**src/rtl/sdm_dac_if.sv**
```systemverilog
// Sample input handshake for the sigma-delta DAC.
// The producer drives data/valid; the DAC answers with ready.
interface sdm_dac_if #(
    parameter int WIDTH = 8
);
    logic [WIDTH-1:0] in_data;
    logic             in_valid;
    logic             in_ready;

    modport master (
        output in_data,
        output in_valid,
        input  in_ready
    );

    modport slave (
        input  in_data,
        input  in_valid,
        output in_ready
    );
endinterface

```
**src/rtl/sdm_dac.sv**
```systemverilog
// First-order sigma-delta DAC fed by a small sample FIFO.
// One sample is consumed every OSR clocks; empty loads flag underrun.
module sdm_dac #(
    parameter int WIDTH = 8,
    parameter int DEPTH = 4,
    parameter int OSR   = 32
) (
    input  logic                   clk,
    input  logic                   reset_in,
    input  logic                   en,
    sdm_dac_if.slave               bus,
    output logic                   dac_out,
    output logic                   sample_strobe,
    output logic                   underrun,
    input  logic                   underrun_clr,
    output logic [$clog2(DEPTH):0] fifo_level
);
    localparam int AW = $clog2(DEPTH);
    localparam int PW = (OSR > 1) ? $clog2(OSR) : 1;

    localparam logic [AW:0]   FULL      = (AW + 1)'(DEPTH);
    localparam logic [AW:0]   LVL_ONE   = (AW + 1)'(1);
    localparam logic [AW-1:0] PTR_ONE   = AW'(1);
    localparam logic [PW-1:0] PHASE_MAX = PW'(OSR - 1);
    localparam logic [PW-1:0] PHASE_ONE = PW'(1);

    logic [WIDTH-1:0] mem [DEPTH];
    logic [AW-1:0]    wr_ptr;
    logic [AW-1:0]    rd_ptr;
    logic [PW-1:0]    phase;
    logic [WIDTH-1:0] cur_sample;
    logic [WIDTH-1:0] acc;
    logic [WIDTH:0]   sum;
    logic             empty;
    logic             push;
    logic             load;
    logic             pop;

    // Ready depends on occupancy only, so a full FIFO refuses a
    // push even on the cycle it pops.
    assign bus.in_ready = (fifo_level != FULL);
    assign empty        = (fifo_level == '0);
    assign push         = bus.in_valid && bus.in_ready;
    assign load         = en && (phase == '0);
    assign pop          = load && !empty;
    assign sum          = {1'b0, acc} + {1'b0, cur_sample};

    // Sample storage; contents are don't-care while level is zero.
    always_ff @(posedge clk) begin
        if (push) begin
            mem[wr_ptr] <= bus.in_data;
        end
    end

    // FIFO pointers and occupancy; pointers wrap modulo DEPTH.
    always_ff @(posedge clk or negedge reset_in) begin
        if (!reset_in) begin
            wr_ptr     <= '0;
            rd_ptr     <= '0;
            fifo_level <= '0;
        end else begin
            if (push) begin
                wr_ptr <= wr_ptr + PTR_ONE;
            end
            if (pop) begin
                rd_ptr <= rd_ptr + PTR_ONE;
            end
            unique case ({push, pop})
                2'b10:   fifo_level <= fifo_level + LVL_ONE;
                2'b01:   fifo_level <= fifo_level - LVL_ONE;
                default: fifo_level <= fifo_level;
            endcase
        end
    end

    // Sample-period counter; zero marks a load attempt, so the
    // first enabled cycle always loads.
    always_ff @(posedge clk or negedge reset_in) begin
        if (!reset_in) begin
            phase <= '0;
        end else if (!en) begin
            phase <= '0;
        end else if (phase == '0) begin
            phase <= PHASE_MAX;
        end else begin
            phase <= phase - PHASE_ONE;
        end
    end

    // Current sample register; an empty load keeps the last value.
    always_ff @(posedge clk or negedge reset_in) begin
        if (!reset_in) begin
            cur_sample <= '0;
        end else if (pop) begin
            cur_sample <= mem[rd_ptr];
        end
    end

    // First-order modulator: the accumulator carry is the output bit.
    always_ff @(posedge clk or negedge reset_in) begin
        if (!reset_in) begin
            acc           <= '0;
            dac_out       <= 1'b0;
            sample_strobe <= 1'b0;
        end else if (!en) begin
            acc           <= '0;
            dac_out       <= 1'b0;
            sample_strobe <= 1'b0;
        end else begin
            acc           <= sum[WIDTH-1:0];
            dac_out       <= sum[WIDTH];
            sample_strobe <= load;
        end
    end

    // Sticky underrun; a new empty load beats a simultaneous clear.
    always_ff @(posedge clk or negedge reset_in) begin
        if (!reset_in) begin
            underrun <= 1'b0;
        end else if (load && empty) begin
            underrun <= 1'b1;
        end else if (underrun_clr) begin
            underrun <= 1'b0;
        end
    end
endmodule

```
**src/flat_wrapper.sv**
```systemverilog
// flat-port wrapper written by rule: the top's interface ports become plain ports
module sdm_dac_flat 
#(
    parameter int WIDTH = 8,
    parameter int DEPTH = 4,
    parameter int OSR   = 32
)
  (clk, reset_in, en, dac_out, sample_strobe, underrun, underrun_clr, fifo_level, bus_in_data, bus_in_valid, bus_in_ready);
  sdm_dac_if #(.WIDTH(WIDTH)) bus_i ();
  input  logic clk;
  input  logic reset_in;
  input  logic en;
  output logic dac_out;
  output logic sample_strobe;
  output logic underrun;
  input  logic underrun_clr;
  output logic [$clog2(DEPTH):0] fifo_level;
  input wire logic [$bits(bus_i.in_data)-1:0] bus_in_data;
  input wire logic [$bits(bus_i.in_valid)-1:0] bus_in_valid;
  output wire logic [$bits(bus_i.in_ready)-1:0] bus_in_ready;
  assign bus_i.in_data = bus_in_data;
  assign bus_i.in_valid = bus_in_valid;
  assign bus_in_ready = bus_i.in_ready;
  sdm_dac #(.WIDTH(WIDTH), .DEPTH(DEPTH), .OSR(OSR)) u_core (.clk(clk), .reset_in(reset_in), .en(en), .bus(bus_i), .dac_out(dac_out), .sample_strobe(sample_strobe), .underrun(underrun), .underrun_clr(underrun_clr), .fifo_level(fifo_level));
endmodule
```
**config.mk**
```make
export PLATFORM = sky130hd
export DESIGN_NAME = sdm_dac_flat
export DESIGN_NICKNAME = d
export VERILOG_FILES = /design/src/rtl/sdm_dac_if.sv /design/src/rtl/sdm_dac.sv /design/src/flat_wrapper.sv
export SDC_FILE = /design/constraint.sdc
export NUM_CORES = 1
export LEC_CHECK = 0
export BUFFER_PORTS_ARGS = -buffer_cell sky130_fd_sc_hd__clkbuf_2
export CORE_MARGIN = 5
export CORE_UTILIZATION = 56
export CTS_CLUSTER_DIAMETER = 200
export DETAILED_ROUTE_END_ITERATION = 16
export GPL_TIMING_DRIVEN = 0
export PLACE_DENSITY = 0.71
export REMOVE_ABC_BUFFERS = 1
export SLEW_MARGIN = 10
export SYNTH_ARGS = -nofsm -noshare
export SYNTH_HDL_FRONTEND = slang
export SYNTH_SLANG_ARGS = --single-unit
```
**constraint.sdc**
```tcl
create_clock -name clk -period 2.88 [get_ports clk]
set_input_delay 0.288 -clock clk [delete_from_list [all_inputs] [get_ports clk]]
set_output_delay 0.288 -clock clk [all_outputs]
set_load 0.05 [all_outputs]
```
==> results of run 1 <==
==> state kept, by name, summed over array words and instances (netlist names) <==
name / count
u_core.acc: 8
u_core.cur_sample: 8
u_core.dac_out: 1
u_core.fifo_level: 3
u_core.mem: 32
u_core.phase: 5
u_core.rd_ptr: 2
u_core.sample_strobe: 1
u_core.underrun: 1
u_core.wr_ptr: 2
==> metal layers <==
| layer | share of wire | vias to the layer above | GRT usage |
|---|---|---|---|
| met5 | 0 | - | 0 |
| met1 | 0.45 | 740 | 0.1973 |
| met4 | 0.017 | 0 | 0.06081 |
| met2 | 0.49 | 24 | 0.2666 |
| li1 | - | 733 | - |
| met3 | 0.042 | 9 | 0.05605 |
==> layout make-up <==
class / count / area (µm²)
Tap cell: 67 / 83.83
Clock inverter: 7 / 87.58
Multi-Input combinational cell: 103 / 950.9
Fill cell: 351 / 1624
Sequential cell: 63 / 1737
Inverter: 12 / 45.04
Timing Repair Buffer: 20 / 102.6
Clock buffer: 9 / 123.9
==> synth_stat cells (all sizes together) (2+ instances only) <==
cell type	count	area [µm²]
xor2	4	35.03
mux2i	2	20.02
xnor2	7	61.31
buf	4	31.27
and2	3	18.77
mux2	9	101.4
nand2	4	15.01
ha	14	175.2
mux4	8	180.2
nand4	2	12.51
a21o	3	22.52
a21boi	2	15.01
fa	2	40.04
nor2	10	37.54
o22ai	2	12.51
nor3	5	36.29
o21ai	3	15.01
a21oi	3	15.01
dfrtp	31	775.7
nand3	3	15.01
edfxtp	32	960.9
inv	12	45.04
and3	6	37.54
==> metrics by stage <==
| step | util | setup slack (ns) | power, mW | hold WS [ns] | cell area [µm²] |
|---|---|---|---|---|---|
| floorplan | - | 0.1642 | 2.471 | -0.007591 | 2733 |
| global placement | 0.6124 | 0.1252 | 2.683 | 0.3732 | 2912 |
| detailed placement | 0.6124 | 0.04829 | 2.790 | 0.3950 | 2912 |
| CTS | 0.6584 | 0.3807 | 3.609 | 0.02694 | 3131 |
| global route | 0.6584 | 0.1974 | 3.827 | 0.07133 | 3131 |
| finish | 0.6584 | 0.3924 | 3.567 | 0.007450 | 3131 |
==> final timing paths <==
path                                             end            startpoint  depth (start not counted)  slack [ns]
worst max register to register  u_core.fifo_level[2]       u_core.phase[0]                         10        0.39
worst min register to register  u_core.fifo_level[2]  u_core.fifo_level[2]                          1        0.52
worst min-delay path                   u_core.acc[1]              reset_in                          1       0.007
min in group clk                    u_core.mem[3][0]        bus_in_data[0]                          1        0.18
worst max-delay path            u_core.fifo_level[2]       u_core.phase[0]                         10        0.39
max in group asynchronous            u_core.phase[3]              reset_in                          1        2.38
==> power groups by stage <==
stage	clock network [mW]	registers, mW	logic, mW
3_5_place_dp	0	1.48	1.31
5_1_grt	0.862	1.50	1.47
6_report	0.801	1.46	1.31
2_1_floorplan	0	1.54	0.934
3_3_place_gp	0	1.46	1.23
4_1_cts	0.820	1.46	1.33
==> worst reg2reg max path, stage by stage, from the launching register on <==
cell and delay [ns]:
dfrtp_1 0.40, inv_1 0.07, ha_1 0.17, or3b_1 0.47, nor3_4 0.23, ha_1 0.21
inv_1 0.06, fa_1 0.37, xor2_1 0.15, nor2_1 0.13, xor2_1 0.15
==> what timing repair did <==
item / 4_1_cts / 5_1_grt
endpoints found under the setup margin: 1 / 0
setup buffers: 1 / 0
gates resized for setup: 0 / 0
==> logic make-up (layout without fill, tap and decap cells) <==
logic type | after synthesis | count (layout) | synth area share
buffers and inverters | 17 | 48 | 0.02893
AOI/OAI and AO/OA | 17 | 17 | 0.04159
adders and majority gates | 16 | 16 | 0.07776
and+or+nand+nor | 40 | 40 | 0.08048
muxes | 19 | 19 | 0.1090
DFF | 63 | 63 | 0.6275
xor gates and xnor gates | 11 | 11 | 0.03481
==> flow_summary.json, run 1 <==
{
  "grt_pass1_wl_mm": 7.721,
  "fp.dieW_um": 80.30,
  "finalSetupViolCount": 0,
  "place_inst": 264,
  "num_antenna_cells": 0,
  "seq_area_frac_synth": 0.6275,
  "die_area_mm2": 0.006448,
  "worstPathArrival_ns": 2.75,
  "ys.flop_type": "edfxtp_1",
  "setup-tns-final_ns": 0,
  "p_leak_nw": 1.335,
  "root_buffer": "clkbuf_8",
  "max_stage_delay_ns": 0.47,
  "numPortBuffers": 19,
  "grt.overflow.total": 0,
  "crit_slowest_cell": "or3b_1",
  "worstPathRequired_ns": 3.14,
  "clkSinkCount": 63,
  "worst_slew_pin_slew_ns": 0.7571,
  "finalCritPeriodShare": 0.8638,
  "maxCapViolations": 0,
  "cts_buffer_depth": 2,
  "numCtsBuffers": 9,
  "fin_nets": 238,
  "grt_max_degree": 32,
  "ctsHtreeMaxLevel": 3,
  "drtIter0Drc": 53,
  "fin_skew_ns": 0.007648,
  "gp_congestion": 0.7540,
  "fmax_ghz": 0.4020,
  "antenna_left": 0,
  "fp.dieH_um": 80.30,
  "layout_common_cells": "edfxtp_1 (32), dfrtp_1 (31), clkbuf_2 (19)",
  "coreArea_mm2": 0.004755,
  "syn_area_mm2": 0.002768,
  "hold_viol_final": 0,
  "path_delay_family": "simple AND/OR/NAND/NOR gates",
  "swShare": 0.3473,
  "ir_drop_mv": 0.5390,
  "internal-power_mw": 2.328,
  "routedWlPerCell_um": 15.47,
  "drtPass1Iterations": 4,
  "cts.clk_slew.worst_paths_ns": 0.07,
  "ys_warn_count": 0,
  "synth_edf_count": 32,
  "rows": 25,
  "rsz0062_at_grt": "false",
  "slew_headroom": 0.4953,
  "final_cell_count_no_fill": 281,
  "critical_path.max_fanout": 6,
  "final_common_cell": "edfxtp_1",
  "routed_via_density": 5.359,
  "power.share.combinational": 0.367,
  "hold_buffers": 0,
  "hp-class": "primary input to async pin",
  "end_kind": "flip-flop",
  "power.density_mw_per_mm2": 1140,
  "drc": 0,
  "syn_area_per_cell_um2": 15.12,
  "grt_pass1_vias": 1675,
  "status": "finished, final reports clean",
  "async_flop_share": 0.4921,
  "power.switching_mw": 1.239,
  "track_usage": 0.1621,
  "cp_cell_sequence": "inv_1, ha_1, or3b_1, nor3_4, ha_1, inv_1, fa_1, xor2_1, nor2_1, xor2_1",
  "drive_gt1_frac": 0.2477,
  "slew_violations": 0,
  "routed_wl_mm": 4.346,
  "cts_tree": "built",
  "fin_crit_ns": 2.488,
  "power.share.sequential": 0.409,
  "io_pins": 20,
  "antenna_found_initial": 0,
  "synthToLayoutAreaGrowth_pct": 13.11,
  "start_util": 0.5821,
  "p_clk_frac": 0.225,
  "ys_types": 38,
  "cp_num_buf_inv": 2,
  "worst_setup_path_start_kind": "flip-flop",
  "synth_seq_cells": 63,
  "synthCells": 183,
  "setup.worst_path.class": "flip-flop to flip-flop",
  "dp_hpwl_mm": 3.125,
  "vias": 1506,
  "clk_latency_ns": 0.33
}
(Power assumes the default switching activity.)
==> run 2: changes to the inputs <==
- HOLD_SLACK_MARGIN: not set -> 0.03
- PLACE_DENSITY: 0.71 -> 0.79
==> run 2 against run 1 <==
Critical endpoint unchanged. Hold slack improved by 0.012 ns. Sequential share of layout area increased by 0.58 points. Design area decreased by 1.0%. Routed wire length increased by 3.0%. Combinational power about the same.
==> flow_summary.json, run 2 (synthesized netlist as in run 1, its figures left out) <==
{
  "rsz0062_at_grt": "false",
  "slew_violations": 0,
  "power.density_mw_per_mm2": 1120,
  "fmax_ghz": 0.4021,
  "cp_cell_sequence": "inv_1, ha_1, or3b_1, nor3_4, ha_1, inv_1, fa_1, xor2_1, nor2_1, xor2_1",
  "track_usage": 0.1646,
  "power.share.combinational": 0.379,
  "reg_top3": "u_core.mem (32), u_core.acc (8), u_core.cur_sample (8)",
  "swShare": 0.3545,
  "numPortBuffers": 19,
  "status": "finished, final reports clean",
  "place_ws_ns": 0.02912,
  "root_buffer": "clkbuf_8",
  "num_antenna_cells": 0,
  "cts.clk_slew.worst_paths_ns": 0.07,
  "clk_latency_ns": 0.33,
  "grt_pass1_wl_mm": 7.721,
  "internal-power_mw": 2.239,
  "cts_buffer_depth": 2,
  "ctsHtreeMaxLevel": 3,
  "grt.overflow.total": 0,
  "fp.dieH_um": 80.30,
  "end_kind": "flip-flop",
  "hold_buffers": 0,
  "antenna_found_initial": 0,
  "max_stage_delay_ns": 0.48,
  "power.switching_mw": 1.229,
  "start_util": 0.5821,
  "drc": 0,
  "maxCapViolations": 0,
  "grt_max_degree": 32,
  "largest_reg_flops": 32,
  "cts_tree": "built",
  "drtIter0Drc": 113,
  "io_pins": 20,
  "setup-tns-final_ns": 0,
  "slew_headroom": 0.4947,
  "setup.worst_path.class": "flip-flop to flip-flop",
  "vias": 1554,
  "dp_hpwl_mm": 3.205,
  "hp-class": "primary input to async pin",
  "routed_wl_mm": 4.478,
  "critical_path.max_fanout": 6,
  "worstPathRequired_ns": 3.13,
  "worst_slew_pin_slew_ns": 0.7579,
  "routed_via_density": 5.530,
  "fin_crit_ns": 2.487,
  "fillCellCount": 328,
  "fp.dieW_um": 80.30,
  "worst_setup_path_start_kind": "flip-flop",
  "ir_drop_mv": 0.5945,
  "finalCritPeriodShare": 0.8636,
  "routedWlPerCell_um": 15.94,
  "die_area_mm2": 0.006448,
  "regMostFlops": "u_core.mem",
  "p_clk_frac": 0.199,
  "fin_nets": 238,
  "fin_skew_ns": 0.005497,
  "drtPass1Iterations": 4,
  "clkSinkCount": 63,
  "layout_setup_ws_ns": 0.3928,
  "finalSetupViolCount": 0,
  "worstPathArrival_ns": 2.74,
  "synthToLayoutAreaGrowth_pct": 11.93,
  "drive_gt1_frac": 0.2383,
  "ctsResizeCount": 0,
  "coreArea_mm2": 0.004755,
  "antenna_left": 0,
  "crit_slowest_cell": "or3b_1",
  "p_leak_nw": 1.327,
  "final_common_cell": "edfxtp_1",
  "power.share.sequential": 0.422,
  "numCtsBuffers": 9,
  "hold_viol_final": 0,
  "gp_congestion": 0.7472,
  "layout_common_cells": "edfxtp_1 (32), dfrtp_1 (31), clkbuf_2 (19)",
  "grt_pass1_vias": 1648,
  "rows": 25
}
run 2: worst paths after layout:
kind / startpoint / endpoint / slack [ns] / depth (start not counted)
worst max-delay path: u_core.phase[0] / u_core.fifo_level[2] / 0.39 / 10
worst min register to register: u_core.phase[0] / u_core.phase[0] / 0.51 / 1
max in group asynchronous: reset_in / u_core.fifo_level[1] / 2.37 / 1
min in group clk: bus_in_data[5] / u_core.mem[2][5] / 0.18 / 1
worst max register to register: u_core.phase[0] / u_core.fifo_level[2] / 0.39 / 10
worst min-delay path: reset_in / u_core.acc[1] / 0.02 / 1
run 2: metal layers:
layer  routed length (µm)  vias to the layer above  global-route usage
met1                 1802                      790              0.1927
li1                     -                      722                   -
met4                   51                        0             0.07939
met3                  186                        6             0.04484
met5                    0                        -                   0
met2                 2438                       36              0.2790
run 2: what timing repair did:
action | in CTS | in global routing
hold endpoints to repair | 0 | 0
setup endpoints to repair | 1 | 0
buffers inserted | 1 | 0
run 2: per-stage QoR:
step / total power, mW / std cells / utilization / hold slack [ns] / instance area (µm²)
finish: 3.468 / 281 / 0.6516 / 0.01957 / 3098
global route: 3.721 / 281 / 0.6516 / 0.09131 / 3098
CTS: 3.504 / 281 / 0.6516 / 0.04054 / 3098
detailed placement: 2.789 / 264 / 0.6124 / 0.3971 / 2912
global placement: 2.666 / 264 / 0.6124 / 0.3716 / 2912
floorplan: 2.471 / 178 / - / -0.007591 / 2733
run 2: power groups by stage:
stage               sequential, mW  combinational, mW  clock [mW]
floorplan                     1.54              0.934           0
global placement              1.45               1.21           0
detailed placement            1.48               1.31           0
CTS                           1.47               1.33       0.709
global route                  1.50               1.47       0.756
finish                        1.46               1.31       0.692
run 2: worst max-delay path, delay by kind of cell, from the launching register on:
| family | cells | cell delay, ns |
|---|---|---|
| flip-flops | 1 | 0.40 |
| XOR/XNOR | 2 | 0.30 |
| buffers and inverters | 2 | 0.14 |
| AND/OR/NAND/NOR | 3 | 0.82 |
| adder cells (fa/ha/maj) | 3 | 0.76 |
run 2: area by class of cell:
type                       instances  area, µm²  area share
clock inverter                     6      51.30     0.01656
timing repair buffer              20      102.6     0.03312
inverter                          12      45.04     0.01454
tap                               67      83.83     0.02706
sequential                        63       1737      0.5606
clock buffer                      10      127.6     0.04120
multi-input combinational        103      950.9      0.3069
==> run 3: changes to the inputs <==
- CORE_UTILIZATION: 56 -> 55
- PLACE_DENSITY: 0.79 -> 0.78
==> run 3 against run 2 <==
Flip-flop and latch count unchanged. Largest power group unchanged. Core utilization decreased by 0.14 points. Highest routed layer unchanged. Non-clock buffer count unchanged. Design area increased by 1.1%. Register-to-register slack lost 0.03 ns. Fmax decreased by 1.3%. Sequential power is essentially flat.
==> flow_summary.json, run 3 (synthesized netlist as in run 1, its figures left out) <==
{
  "path_delay_family": "simple AND/OR/NAND/NOR gates",
  "slew_violations": 0,
  "drive_gt1_frac": 0.2477,
  "use_met1": 0.1940,
  "antenna_found_initial": 0,
  "num_antenna_cells": 0,
  "r2r-end": "u_core.fifo_level[2]",
  "cts_tree": "built",
  "fin_skew_ns": 0.004749,
  "finalCritPeriodShare": 0.8754,
  "finalSetupViolCount": 0,
  "rows": 25,
  "reg_top3": "u_core.mem (32), u_core.acc (8), u_core.cur_sample (8)",
  "met3_usage": 0.04989,
  "dp_hpwl_mm": 3.164,
  "root_buffer": "clkbuf_8",
  "final_common_cell": "edfxtp_1",
  "maxCapViolations": 0,
  "crit_slowest_cell": "or3b_1",
  "drtIter0Drc": 91,
  "routed_via_density": 5.470,
  "power.density_mw_per_mm2": 1149,
  "busiest_layer": "met2",
  "grt.overflow.total": 0,
  "worst_slew_pin_slew_ns": 0.7862,
  "ir_drop_mv": 0.5360,
  "fp.dieW_um": 80.94,
  "place_area_mm2": 0.002912,
  "max_stage_delay_ns": 0.49,
  "synthToLayoutAreaGrowth_pct": 13.16,
  "cp_num_cells": 10,
  "critical_path.max_fanout": 6,
  "reg2reg_depth": 10,
  "gp_congestion": 0.7824,
  "fp.dieH_um": 80.94,
  "slew_headroom": 0.4759,
  "setup.worst_path.class": "flip-flop to flip-flop",
  "p_leak_nw": 1.339,
  "ctsResizeCount": 0,
  "end_kind": "flip-flop",
  "numCtsBuffers": 9,
  "met2_usage": 0.2759,
  "grt_pass1_wl_mm": 7.976,
  "cp_num_buf_inv": 2,
  "routed_wl_mm": 4.564,
  "cts_buffer_depth": 2,
  "io_pins": 20,
  "drc": 0,
  "numPortBuffers": 19,
  "layout_common_cells": "edfxtp_1 (32), dfrtp_1 (31), clkbuf_2 (19)",
  "routedWlPerCell_um": 16.24,
  "grt_max_degree": 32,
  "fin_total_pwr_mw": 3.599,
  "worst_setup_path_start_kind": "flip-flop",
  "reg2reg_from": "u_core.phase[0]",
  "ctsHtreeMaxLevel": 3,
  "fin_nets": 238,
  "worstSetupStartpoint": "u_core.phase[0]",
  "grt_pass1_vias": 1747,
  "regMostFlops": "u_core.mem",
  "vias": 1537,
  "hold_viol_final": 0,
  "fin_crit_ns": 2.521,
  "die_area_mm2": 0.006550,
  "track_usage": 0.1646,
  "stdcell_area_mm2": 0.003132,
  "worstPathArrival_ns": 2.77,
  "largest_reg_flops": 32,
  "status": "finished, final reports clean",
  "rsz0062_at_grt": "false",
  "start_util": 0.5745,
  "cp_cell_sequence": "inv_1, ha_1, or3b_1, nor3_4, ha_1, inv_1, fa_1, xor2_1, nor2_1, xor2_1",
  "cts.clk_slew.worst_paths_ns": 0.07,
  "worstPathRequired_ns": 3.12,
  "fmax_ghz": 0.3966,
  "hold_buffers": 0,
  "coreArea_mm2": 0.004817,
  "clk_latency_ns": 0.33,
  "drtPass1Iterations": 6,
  "crit_path_end": "u_core.fifo_level[2]",
  "antenna_left": 0,
  "hp-class": "primary input to async pin",
  "clkSinkCount": 63,
  "rrSetupSlack_ns": 0.36,
  "post_cts_buffers": 1
}
run 3: changes by cell type in the layout (fill, tap and decap cells not counted):
cell	change
clkinv_4	+1
clkinv_2	-1
clkinvlp_4	+1
clkinv_1	-2
bufinv_16	+1
run 3: how the worst min path moves through the flow:
| stage | startpoint | depth (start not counted) | slack, ns | endpoint |
|---|---|---|---|---|
| after global placement | reset_in | 1 | 0.37 | u_core.acc[2] |
| after CTS | reset_in | 1 | 0.04 | u_core.cur_sample[1] |
| after global routing | reset_in | 1 | 0.09 | u_core.acc[2] |
| final | reset_in | 1 | 0.03 | u_core.acc[3] |
| after detailed placement | reset_in | 1 | 0.40 | u_core.acc[3] |
| after floorplan | reset_in | 0 | -0.008 | u_core.acc[0] |
run 3: area by class of cell:
class,instances,area (µm²)
fillers,349,1685
clock inverters,6,85.08
clock buffers,10,127.6
repair buffers,20,102.6
inverters,12,45.04
well taps,67,83.83
multi-input cells,103,950.9
flip-flops and latches,63,1737
run 3: where the power goes:
group / total [mW] / internal (mW) / switching [mW]
combinational: 1.33 / 0.596 / 0.729
sequential: 1.46 / 1.25 / 0.209
clock: 0.811 / 0.484 / 0.327
total: 3.60 / 2.33 / 1.26
run 3: worst reg2reg max path: cells and delay by family, from the launching register on:
kind                       cells  cell delay (ns)
xor gates and xnor gates       2             0.32
adders and majority gates      3             0.76
and+or+nand+nor                3             0.84
buffers and inverters          2             0.13
DFF                            1             0.40
run 3: stage by stage:
stage	worst slack (ns)	hold slack (ns)	instances	TNS, ns	utilization
after floorplan	0.1642	-0.007591	178	0	-
after global placement	0.1208	0.3732	264	0	0.6044
after detailed placement	-0.01469	0.3975	264	-0.01469	0.6044
after CTS	0.3335	0.03959	281	0	0.6501
after global routing	0.2236	0.08699	281	0	0.6501
final	0.3589	0.03059	281	0	0.6501
run 3: per-layer routing:
| layer | share of wire | vias to the layer above |
|---|---|---|
| met4 | 0.015 | 0 |
| met5 | 0 | - |
| met1 | 0.42 | 775 |
| li1 | - | 724 |
| met2 | 0.52 | 29 |
| met3 | 0.043 | 9 |
